### src/rtl/seq_ser_pkg.sv
// Shared types and helpers for the sequence-detector serializer.
// Holds the FSM state enum, the default word width and the length clamp.
package seq_ser_pkg;

    typedef enum logic {
        IDLE  = 1'b0,
        SHIFT = 1'b1
    } seq_ser_state_e;

    localparam int SEQ_SER_DEFAULT_WIDTH = 64;

    // A requested length of 0, or one longer than the word, means "send the whole word".
    function automatic int unsigned clamp_len(input int unsigned len, input int unsigned width);
        return ((len == 0) || (len > width)) ? width : len;
    endfunction

endpackage

### src/rtl/seq_ser_cnt.sv
// Loadable down-counter used to track how many serial bits remain in a pass.
// Load has priority over enable; the count saturates at zero.
module seq_ser_cnt #(
    parameter int W = 7
) (
    input  logic         clk,
    input  logic         rst,
    input  logic         load,
    input  logic [W-1:0] load_val,
    input  logic         en,
    output logic         zero,
    output logic         is_one
);

    logic [W-1:0] count_d;
    logic [W-1:0] count_q;

    always_comb begin
        count_d = count_q;
        if (load) begin
            count_d = load_val;
        end else if (en && (count_q != '0)) begin
            count_d = count_q - W'(1);
        end
    end

    always_ff @(posedge clk or negedge rst) begin
        if (!rst) begin
            count_q <= '0;
        end else begin
            count_q <= count_d;
        end
    end

    assign zero   = (count_q == '0);
    assign is_one = (count_q == W'(1));

endmodule

### src/rtl/seq_serializer.sv
// Parallel-to-serial feeder for the 001/110 detector: sends a loaded word MSB-first on x.
// Define SEQ_SER_LOOP_EN to build the copy register that lets a word repeat without a gap.
module seq_serializer
    import seq_ser_pkg::*;
#(
    parameter int WIDTH = SEQ_SER_DEFAULT_WIDTH,
    parameter int CNT_W = $clog2(WIDTH + 1)
) (
    input  logic             clk,
    input  logic             rst,
    input  logic             load_valid,
    output logic             load_ready,
    input  logic [WIDTH-1:0] load_data,
    input  logic [CNT_W-1:0] load_len,
    input  logic             hold,
    input  logic             loop,
    output logic             x,
    output logic             x_valid,
    output logic             busy,
    output logic             done
);

    seq_ser_state_e   state_d, state_q;
    logic [WIDTH-1:0] sreg_d, sreg_q;
    logic             x_d, x_q;
    logic             x_valid_d, x_valid_q;
    logic             done_d, done_q;

    logic             cnt_load;
    logic [CNT_W-1:0] cnt_load_val;
    logic             cnt_en;
    logic             cnt_is_one;
    logic             cnt_zero_unused;
    logic [CNT_W-1:0] len_clamped;

`ifdef SEQ_SER_LOOP_EN
    logic [WIDTH-1:0] saved_word_d, saved_word_q;
    logic [CNT_W-1:0] saved_len_d, saved_len_q;
`else
    logic unused_loop;
    assign unused_loop = loop;
`endif

    assign len_clamped = CNT_W'(clamp_len(32'(load_len), 32'(WIDTH)));

    // The counter holds the bits of the pass not yet retired, including the one on x.
    seq_ser_cnt #(
        .W(CNT_W)
    ) u_cnt (
        .clk      (clk),
        .rst      (rst),
        .load     (cnt_load),
        .load_val (cnt_load_val),
        .en       (cnt_en),
        .zero     (cnt_zero_unused),
        .is_one   (cnt_is_one)
    );

    // x/x_valid are registered, so each edge prepares the bit shown in the following cycle.
    always_comb begin
        state_d      = state_q;
        sreg_d       = sreg_q;
        x_d          = x_q;
        x_valid_d    = 1'b0;
        done_d       = 1'b0;
        cnt_load     = 1'b0;
        cnt_load_val = len_clamped;
        cnt_en       = 1'b0;
`ifdef SEQ_SER_LOOP_EN
        saved_word_d = saved_word_q;
        saved_len_d  = saved_len_q;
`endif
        case (state_q)
            IDLE: begin
                x_d = 1'b0;
                if (load_valid) begin
                    state_d   = SHIFT;
                    x_d       = load_data[WIDTH-1];
                    x_valid_d = 1'b1;
                    sreg_d    = load_data << 1;
                    cnt_load  = 1'b1;
`ifdef SEQ_SER_LOOP_EN
                    saved_word_d = load_data;
                    saved_len_d  = len_clamped;
`endif
                end
            end
            SHIFT: begin
                if (!hold) begin
                    cnt_en = 1'b1;
                    if (cnt_is_one) begin
                        done_d = 1'b1;
`ifdef SEQ_SER_LOOP_EN
                        if (loop) begin
                            x_d          = saved_word_q[WIDTH-1];
                            x_valid_d    = 1'b1;
                            sreg_d       = saved_word_q << 1;
                            cnt_load     = 1'b1;
                            cnt_load_val = saved_len_q;
                        end else begin
                            state_d = IDLE;
                            x_d     = 1'b0;
                            sreg_d  = '0;
                        end
`else
                        state_d = IDLE;
                        x_d     = 1'b0;
                        sreg_d  = '0;
`endif
                    end else begin
                        x_d       = sreg_q[WIDTH-1];
                        x_valid_d = 1'b1;
                        sreg_d    = sreg_q << 1;
                    end
                end
            end
            default: begin
                state_d = IDLE;
            end
        endcase
    end

    always_ff @(posedge clk or negedge rst) begin
        if (!rst) begin
            state_q   <= IDLE;
            sreg_q    <= '0;
            x_q       <= 1'b0;
            x_valid_q <= 1'b0;
            done_q    <= 1'b0;
        end else begin
            state_q   <= state_d;
            sreg_q    <= sreg_d;
            x_q       <= x_d;
            x_valid_q <= x_valid_d;
            done_q    <= done_d;
        end
    end

`ifdef SEQ_SER_LOOP_EN
    always_ff @(posedge clk or negedge rst) begin
        if (!rst) begin
            saved_word_q <= '0;
            saved_len_q  <= '0;
        end else begin
            saved_word_q <= saved_word_d;
            saved_len_q  <= saved_len_d;
        end
    end
`endif

    assign x          = x_q;
    assign x_valid    = x_valid_q;
    assign done       = done_q;
    assign busy       = (state_q == SHIFT);
    assign load_ready = (state_q == IDLE);

endmodule

### config.mk
export PLATFORM = sky130hd
export DESIGN_NAME = seq_serializer
export DESIGN_NICKNAME = d
export VERILOG_FILES = /design/src/rtl/seq_ser_pkg.sv /design/src/rtl/seq_ser_cnt.sv /design/src/rtl/seq_serializer.sv
export SDC_FILE = /design/constraint.sdc
export NUM_CORES = 1
export LEC_CHECK = 0
export BUFFER_PORTS_ARGS = -buffer_cell sky130_fd_sc_hd__buf_2
export CELL_PAD_IN_SITES_DETAIL_PLACEMENT = 0
export CELL_PAD_IN_SITES_GLOBAL_PLACEMENT = 1
export CORE_MARGIN = 4
export CORE_UTILIZATION = 29
export DETAILED_ROUTE_END_ITERATION = 10
export PLACE_DENSITY_LB_ADDON = 0.1
export SYNTH_ARGS = -nofsm -noshare
export SYNTH_HDL_FRONTEND = slang
export SYNTH_SLANG_ARGS = --single-unit
### constraint.sdc
create_clock -name clk -period 1.6 [get_ports clk]
set_clock_uncertainty 0.2 [all_clocks]
set_input_delay 0.32 -clock clk [delete_from_list [all_inputs] [get_ports clk]]
set_output_delay 0.32 -clock clk [all_outputs]
set_load 0.005 [all_outputs]
==> run metrics <==
endpoints failing setup=56; final-report max-slew violation count=0; antenna-violating nets left=0; failing checks=setup timing; M1 WL=4918 um; Critical Path Start Type=register; HP Class=in2reg; XOR/XNOR share of the synthesized area=0; width of the chip=117.8 um; maxcap violations=0; Power Total=0.008241 W; PortBufs=79; routed wl met3=342 um; fin crit period=1.649 ns; worst slack, placed=-0.08817 ns; Layout fillers=1192; Slowest-stage cell, CP=dfrtp_1; Post-Syn Nets=between 400 and 500; Post-Syn Area=3495 um2; Post-Synth Simple-Gate Area=0.1787; WP buf/inv=3; First-pass DRT Iterations=4; vias in the first global route=3354; post-synthesis adder-cell area fraction=0.01074; Worst Max-Slew Pin Slew=~0.33 ns; core area=11610 um2; Synth Area in Compound Gates=0.2334; post-synthesis register bit count=74; outcome=complete, but fails checks; yosys warns=0; most frequent CP cell=buf_12; DR WL/cell=approximately 16 um; CTS sink cnt=74; slowest stage delay, CP=0.40 ns; Yosys cell types=33; antenna cells=0; CP Cell Sequence=nor3_4 > buf_12 > a31oi_4 > buf_12 > clkbuf_16 > nand2_1 > a21oi_1; DR vias=~3200; final worst slack=-0.04893 ns; largest net degree at the start of global routing=65; Clock Path Buffers=2; Setup crit end kind=register; GPL Wtd Cong=0.7462; area of the multi-input gates=1799 um2; Initial Util=0.3009; Hold Vio Cnt, Final=0; Mapped Avg Cell Area=8.482 um2; Top Layer Used=met4; fmax=a little over 0.6 GHz; DP HPWL=6362 um; TritonCTS clock tree=done; Internal=0.005455 W; Register Area=1853 um2; switching share of power=0.3381; Clock Pin Slew Worst Setup and Hold Paths=0.06 ns; Worst EP arrival=about 1.7 ns; net switching power=0.002786 W; antenna violations before repair=0; vias per inst=4.861; Peak VDD IR=0.4940 mV; Die Height=117.8 um; worst endpoint required time=roughly 1.6 ns; Seq/Total Area, Yosys=0.5299; initial drt markers=103; first-pass GRT wire length=16890 um; Area growth syn-to-layout=45.79%; row cnt=39; Power Density=about 1600 nW/um2; Top delay family on crit path=buffers and inverters; Synth Instances=between 400 and 500; DRC Markers=0; worst skew pair latency=0.33 ns; metal2 WL=about 4900 um; CTS root buf=clkbuf_16; gr ovfl total=0; GR Util All Layers=0.1497; H-tree depth=3; CTS buffer count=9; num ports=81; multiplexer area fraction after synthesis=0.002864; critical path class=reg2reg; critical-path maximum fanout=13; share of power burned in registers=0.375; Die ar.=13870 um2; final setup TNS=-1.588 ns; Rel. slew slack=0.7785; Pleak=roughly 2.3 nW; clock share of power=0.253; RSZ-0062 raised after global routing=true; largest family of logic cells by synthesized area=compound AO/OA/AOI/OAI gates; part of the cycle the worst path needs=1.031; fraction of layout cells with a size suffix above 1=0.3950; Comb pwr share=0.372; final WL=10310 um; NumNets Final=594
cell usage after synthesis (all sizes together):
| cell type | instances | area [um2] |
|---|---|---|
| a32oi | 1 | 8.760 |
| nor2b | 1 | 6.260 |
| a22oi | 2 | 15.01 |
| mux2i | 1 | 10.01 |
| nand3 | 2 | 10.01 |
| ha | 3 | 37.54 |
| nor2 | 73 | 274.0 |
| nand2b | 3 | 26.27 |
| a22o | 1 | 8.760 |
| o21ai | 71 | 355.3 |
| nand2 | 66 | 247.7 |
| buf | 14 | 83.83 |
| nand4 | 1 | 21.27 |
| nor3 | 2 | 21.27 |
| nor4 | 1 | 6.260 |
| inv | 5 | 18.77 |
| and4 | 1 | 11.26 |
| o2bb2ai | 2 | 17.52 |
| clkbuf | 14 | 52.55 |
| dfrtp | 74 | 1852 |
| o211ai | 1 | 7.510 |
| a21oi | 66 | 334.1 |
| a32o | 1 | 10.01 |
| o41ai | 1 | 8.760 |
| a31oi | 4 | 40.04 |
| a221o | 1 | 10.01 |
path summary, 6_finish.rpt:
kind | startpoint | to | slack [ns] | cells past startpoint
worst max-delay path | u_cnt.count_q[5]$_DFFE_PN0P_ | sreg_q[52]$_DFFE_PN0P_ | -0.05 | 7
worst min-delay path | load_len[0] | u_cnt.count_q[0]$_DFFE_PN0P_ | 0.05 | 2
worst max register to register | u_cnt.count_q[5]$_DFFE_PN0P_ | sreg_q[52]$_DFFE_PN0P_ | -0.05 | 7
worst min register to register | sreg_q[42]$_DFFE_PN0P_ | sreg_q[43]$_DFFE_PN0P_ | 0.32 | 2
max in group asynchronous | rst | sreg_q[61]$_DFFE_PN0P_ | 0.62 | 3
min in group asynchronous | rst | u_cnt.count_q[4]$_DFFE_PN0P_ | 0.16 | 2
power by group through the flow:
stage	sequential, W	combinational, W	clock, W
2_1_floorplan	0.00293	0.00148	0
3_3_place_gp	0.00299	0.00222	0
3_5_place_dp	0.00302	0.00224	0
4_1_cts	0.00299	0.00244	0.00214
5_1_grt	0.00320	0.00342	0.00220
6_report	0.00309	0.00307	0.00209
layer usage:
layer  track usage  vias to the layer above
met2        0.2332                       51
met1        0.2056                     1541
met5             0                        -
met4       0.05714                        0
li1              -                     1613
met3       0.02979                       13
metrics by stage:
step           std cells  instance area, um2    util  hold WS (ns)
2_1_floorplan        412                3495       -       -0.1756
3_3_place_gp         633                4223  0.3636      -0.04696
3_5_place_dp         633                4223  0.3636      -0.04794
4_1_cts              654                4644  0.3999       0.03873
5_1_grt              662                5095  0.4387       0.04666
6_report             662                5095  0.4387       0.04513
final cells by class:
| cell class | count | share of cell area |
|---|---|---|
| Clock buffer | 13 | 0.05305 |
| Clock inverter | 2 | 0.006876 |
| Inverter | 5 | 0.004666 |
| Multi-Input combinational cell | 305 | 0.3531 |
| Sequential cell | 74 | 0.3637 |
| Tap cell | 143 | 0.03512 |
| Timing Repair Buffer | 120 | 0.1834 |
sequential cells by signal (all words and copies together), names as in the netlist:
signal	cells
x_valid	1
u_cnt.count_q	7
x	1
busy	1
done	1
sreg_q	63
worst register-to-register path, cell delays in order (launching register included):
cell	delay (ns)
dfrtp_1	0.40
nor3_4	0.22
buf_12	0.14
a31oi_4	0.11
buf_12	0.16
clkbuf_16	0.17
nand2_1	0.07
a21oi_1	0.06
cell families (layout without fill, tap and decap cells):
logic type | count (synthesis) | after routing
fa+ha+maj | 3 | 3
mux | 1 | 1
simple gates | 150 | 150
buf+inv | 33 | 140
flops | 74 | 74
compound gates | 151 | 151
what timing repair did:
action / in CTS / in global routing
pin swaps: 4 / 24
buffers inserted: 3 / 4
resized for setup: 7 / 93
endpoints found under the hold margin: 75 / 0
setup endpoints to repair: 71 / 71
gates cloned: 1 / 4
hold buffers: 2 / 0
cells in the final DEF, fill, tap and decap left out, types with 2 or more instances in the layout:
| master | synthesis | layout |
|---|---|---|
| a21oi_1 | 65 | 36 |
| a21oi_2 | 1 | 29 |
| a31oi_1 | 3 | 3 |
| buf_12 | 0 | 7 |
| buf_16 | 0 | 2 |
| buf_2 | 10 | 77 |
| buf_4 | 3 | 18 |
| buf_6 | 1 | 11 |
| clkbuf_16 | 0 | 12 |
| clkbuf_8 | 0 | 3 |
| dfrtp_1 | 74 | 73 |
| dlygate4sd3_1 | 0 | 2 |
| inv_1 | 5 | 2 |
| inv_2 | 0 | 2 |
| nand2_1 | 66 | 39 |
| nand2_2 | 0 | 12 |
| nand2_4 | 0 | 15 |
| nand2b_4 | 1 | 2 |
| nand3_1 | 2 | 2 |
| nor2_1 | 73 | 73 |
| o21ai_0 | 68 | 65 |
| o21ai_1 | 3 | 5 |
| o2bb2ai_1 | 2 | 2 |
No activity file was read; power rests on OpenSTA's default activity.
